`src/rtl/regfile_mp.sv`:
```
// Multi-read-port integer register file with write-to-read bypass,
// a per-register pending scoreboard and a registered debug read port.
module regfile_mp #(
   parameter int XLEN  = 32,
   parameter int NREGS = 32,
   parameter int NRD   = 2,
   localparam int AW   = $clog2(NREGS)
) (
   input  logic              clk,
   input  logic              rstn,
   input  logic [NRD*AW-1:0] read_reg,
   output logic [NRD*XLEN-1:0] read_data,
   output logic [NRD-1:0]    read_pending,
   input  logic              write_en,
   input  logic [AW-1:0]     write_reg,
   input  logic [XLEN-1:0]   write_data,
   input  logic              issue_en,
   input  logic [AW-1:0]     issue_reg,
   input  logic [AW-1:0]     dbg_reg,
   output logic [XLEN-1:0]   dbg_data,
   output logic [15:0]       wr_count
);

   logic [XLEN-1:0]  regs_q [NREGS];
   logic [XLEN-1:0]  regs_d [NREGS];
   logic [NREGS-1:0] pend_q, pend_d;
   logic [15:0]      cnt_q, cnt_d;
   logic [XLEN-1:0]  dbg_q, dbg_d;
   logic             wr_valid;

   assign wr_valid = write_en && (write_reg != '0);

   // Issue is applied after the write clear so a same-cycle issue keeps the register pending.
   always_comb begin
      regs_d = regs_q;
      pend_d = pend_q;
      cnt_d  = cnt_q;
      if (wr_valid) begin
         regs_d[write_reg] = write_data;
         pend_d[write_reg] = 1'b0;
         cnt_d             = cnt_q + 16'd1;
      end
      if (issue_en && (issue_reg != '0)) begin
         pend_d[issue_reg] = 1'b1;
      end
      regs_d[0] = '0;
      pend_d[0] = 1'b0;
   end

   always_comb begin
      dbg_d = '0;
      if (dbg_reg == '0) begin
         dbg_d = '0;
      end else if (wr_valid && (write_reg == dbg_reg)) begin
         dbg_d = write_data;
      end else begin
         dbg_d = regs_q[dbg_reg];
      end
   end

   always_ff @(posedge clk or negedge rstn) begin
      if (!rstn) begin
         for (int i = 0; i < NREGS; i++) begin
            regs_q[i] <= '0;
         end
         pend_q <= '0;
         cnt_q  <= '0;
         dbg_q  <= '0;
      end else begin
         for (int i = 0; i < NREGS; i++) begin
            regs_q[i] <= regs_d[i];
         end
         pend_q <= pend_d;
         cnt_q  <= cnt_d;
         dbg_q  <= dbg_d;
      end
   end

   for (genvar g = 0; g < NRD; g++) begin : g_rd
      logic [AW-1:0] addr;
      logic          hit;
      assign addr = read_reg[g*AW +: AW];
      assign hit  = wr_valid && (write_reg == addr);
      assign read_data[g*XLEN +: XLEN] = (addr == '0) ? '0 :
                                         hit          ? write_data : regs_q[addr];
      assign read_pending[g] = pend_q[addr] & ~hit;
   end

   assign dbg_data = dbg_q;
   assign wr_count = cnt_q;

endmodule

```
`config.mk`:
```
export PLATFORM = sky130hd
export DESIGN_NAME = regfile_mp
export DESIGN_NICKNAME = d
export VERILOG_FILES = /design/src/rtl/regfile_mp.sv
export SDC_FILE = /design/constraint.sdc
export NUM_CORES = 2
export LEC_CHECK = 0
export BUFFER_PORTS_ARGS = -buffer_cell sky130_fd_sc_hd__buf_2
export CORE_ASPECT_RATIO = 0.7
export CORE_MARGIN = 4
export CORE_UTILIZATION = 56
export CTS_CLUSTER_DIAMETER = 80
export DETAILED_ROUTE_END_ITERATION = 8
export HOLD_SLACK_MARGIN = 0.03
export PLACE_DENSITY = 0.73
export SYNTH_ARGS = -nofsm -noshare
export SYNTH_HDL_FRONTEND = slang
export SYNTH_SLANG_ARGS = --single-unit
```
`constraint.sdc`:
```
create_clock -name clk -period 2.4 [get_ports clk]
set_input_delay 0.12 -clock clk [delete_from_list [all_inputs] [get_ports clk]]
set_output_delay 0.12 -clock clk [all_outputs]
set_load 0.05 [all_outputs]
```
==> out/metrics.cfg <==
[run_status]
status = finished with violations
violations = setup timing

[timing]
finalWorstSetupSlack_ns = -0.353
clock.fmax_mhz = 363
fin_worst_skew_ns = 0.0282
slew_headroom_pct = 28.7
tightest_slew_ns = 1.04
post-route-period-util_pct = 115
setup_viol = 66
min_period_ns = 2.75
final_max_slew_viol_count = 0
hold_viol = 0
rsz0062_at_grt = yes

[grt]
grt_pass1_vias = 53500
grt_pass1_wl_um = 373000
grt_antenna_before_repair = 18
grt_max_degree = 108
grt.total_usage_pct = 41.5
globalRouteOverflowTotal = 0

[drt]
via_per_inst = 7.62
first_pass_iters = 8
drtAntennaViolNets = 0
via_count = 53400
wl_um = 258000
wl_per_cell_um = 36.8
first_iter_violations = 8177
drcViolationCount = 0

[clock_tree]
cts_buffer_depth = 3
cts.sinks = 1071
clock_latency_ns = 0.77
numCtsBuffers = 106
cts_tree = built
clk_pin_slew_ns = 0.07
ctsHtreeMaxLevel = 3
cts-root-buf = clkbuf_16

[setup_path]
r2r-end = dbg_data[20]
critPathCaptureType = output pin
crit_type = reg2out
reg2reg_from = regs_q[372]
path_delay_family = compound AO/OA/AOI/OAI gates
path_buf_inv = 1
critPathLaunchType = flop
rr_worst_depth = 9
crit_required_ns = 2.28
worstPathCellList = mux4_2, o211ai_1, nand3_2, a22o_4, buf_12
crit_fanout = 4
slowest_stage = mux4_2
regToRegSetupSlack_ns = 0.13
arrival_ns = 2.63
slowest_delay_ns = 0.49

[place]
port_buffers = 174
dp_cells = 6612
placed_area_mm2 = 0.0727
dp_hpwl_um = 163000
gp_congestion = 0.974

[cells_and_area]
num-fill-cells = 7692
final_layout_size_suffix_gt1_share_pct = 56.9
seq_area_mm2 = 0.0268
final_core_util_pct = 69.1
final_nets = 5428
syn2layout_area_growth_pct = 21.8
multi_input_area_mm2 = 0.0384
fin_cells = 7005
design_area_mm2 = 0.0800
mostFrequentLayoutCells = mux2_2, dfrtp_1, mux4_2, buf_4, mux2i_1
final_common_cell = mux2_2

[logic_synthesis]
synth_nets = 5009
synth_warnings = 0
ys_ff_latch = 1071
synthTopCellsByArea = dfrtp_1, mux2_2, mux4_2, mux2i_1, buf_2
synth_top_area_share_pct = 40.8
syn_area_mm2 = 0.0657
ys.flop_type = dfrtp_1
synth_cells = 4947
synth_edf_count = 0
synthArstFlopShare_pct = 100
syn_avg_cell_area_um2 = 13.3
yosysSeqAreaShare_pct = 40.8
yosys.area.top_type = dfrtp_1
yosysUniqueCellTypes = 56

[pwr]
power_w = 0.0620
power_density_mw_per_mm2 = 775
total_leakage_power_nw = 34.4
ir_drop_v = 0.000636

[die]
io-pin-count = 175
initial_utilization_pct = 56.8
coreArea_mm2 = 0.116
die_h_um = 295
dieArea_mm2 = 0.123
rows = 104
die_w_um = 417

[run]
drv_cap = 0

[min_path]
hold_depth = 2
hp-class = in2reg
hold_path.startpoint = write_data[2]
whs_endpoint = regs_q[66]

## how the worst max path moves through the flow
stage               cells after the start  slack (ns)        start         endpoint
CTS                                     6       -0.34  regs_q[477]    read_data[61]
detailed placement                     11       -0.38  read_reg[5]    read_data[45]
finish                                  5       -0.35  regs_q[261]     read_data[5]
global placement                       10       -0.37  read_reg[5]    read_data[46]
global route                            5       -0.39   pend_q[10]  read_pending[0]
floorplan                               8       -0.23  read_reg[0]    read_data[18]
## sequential cells by signal, summed over array words and instances (netlist names)
register,flops
regs_q,992
wr_count,16
pend_q,31
dbg_data,32
## per-layer routing
metal,wire length [um],global-route usage (%),vias up
met5,83,0.270,-
met4,21000,26.8,6
met3,40100,17.9,1218
met2,106000,57.0,4832
met1,91400,53.7,27100
li1,-,-,20300
## power by group
| part | total, W | leakage [nW] | internal, W | switching, W |
|---|---|---|---|---|
| sequential | 0.0251 | 13.7 | 0.0216 | 0.00356 |
| clock | 0.0179 | 1.79 | 0.0101 | 0.00783 |
| combinational | 0.0189 | 18.9 | 0.0102 | 0.00875 |
## worst register-to-register path: cells and delay by family (launching register included)
| family | cells | cell delay (ns) |
|---|---|---|
| compound gates | 1 | 0.17 |
| flops | 1 | 0.38 |
| simple gates | 2 | 0.27 |
| mux | 2 | 0.73 |
| buf+inv | 4 | 0.60 |
## layout make-up
cell class                 count  share of cell area (%)
timing repair buffer         860                    11.4
tap                         1537                    2.40
clock buffer                 150                    3.86
antenna                       11                  0.0344
inverter                       3                  0.0141
clock inverter                49                   0.696
multi-input combinational   3324                    48.0
sequential                  1071                    33.5
## synth_stat cells (4+ instances only)
cell type and count:
or2_2 6, nand4_1 7, buf_1 31, nand2_1 85, and2_1 4, and4_1 17, nand3b_1 19, o211ai_1 23
a221o_1 14, buf_4 49, a211oi_1 18, a32o_1 4, dfrtp_1 1071, a21oi_1 15, mux4_2 475, buf_6 6
o31ai_1 75, a2111oi_0 79, a22oi_1 126, nand3_1 46, mux2_1 17, clkbuf_1 250, a2bb2oi_1 14, buf_2 211
and3_1 8, xor2_1 11, nand2b_1 15, a221oi_1 83, a22o_1 29, nor2b_1 16, xnor2_1 19, nor3_1 68
mux2_2 1308, mux2i_1 274, o22ai_1 146, nand2_2 4, o21ai_0 48, nor2_1 225
## cells by family (layout without fill, tap and decap cells)
group / count (synthesis) / count (layout) / share of synthesized area (%)
adders and majority gates: 1 / 1 / 0.0190
other: 0 / 11 / 0
DFF: 1071 / 1071 / 40.8
buffers and inverters: 552 / 1062 / 3.91
AOI/OAI and AO/OA: 683 / 683 / 7.77
muxes: 2074 / 2074 / 43.2
and+or+nand+nor: 536 / 536 / 3.93
xor gates and xnor gates: 30 / 30 / 0.400
## metrics by stage
step                setup WS (ns)  hold WS, ns  TNS, ns
global route               -0.391       0.0558   -16.34
floorplan                  -0.235       -0.176    -2.80
global placement           -0.367       0.0495    -3.25
detailed placement         -0.381       0.0456    -3.82
CTS                        -0.340       0.0307   -12.26
finish                     -0.353       0.0584   -12.71
## timing repair
action,CTS,global route
buffers inserted,148,36
endpoints found under the hold margin,1388,0
endpoints found under the setup margin,66,66
resized for setup,399,68
pin swaps,154,66
hold buffers,41,0
No activity file was read; power rests on OpenSTA's default activity.
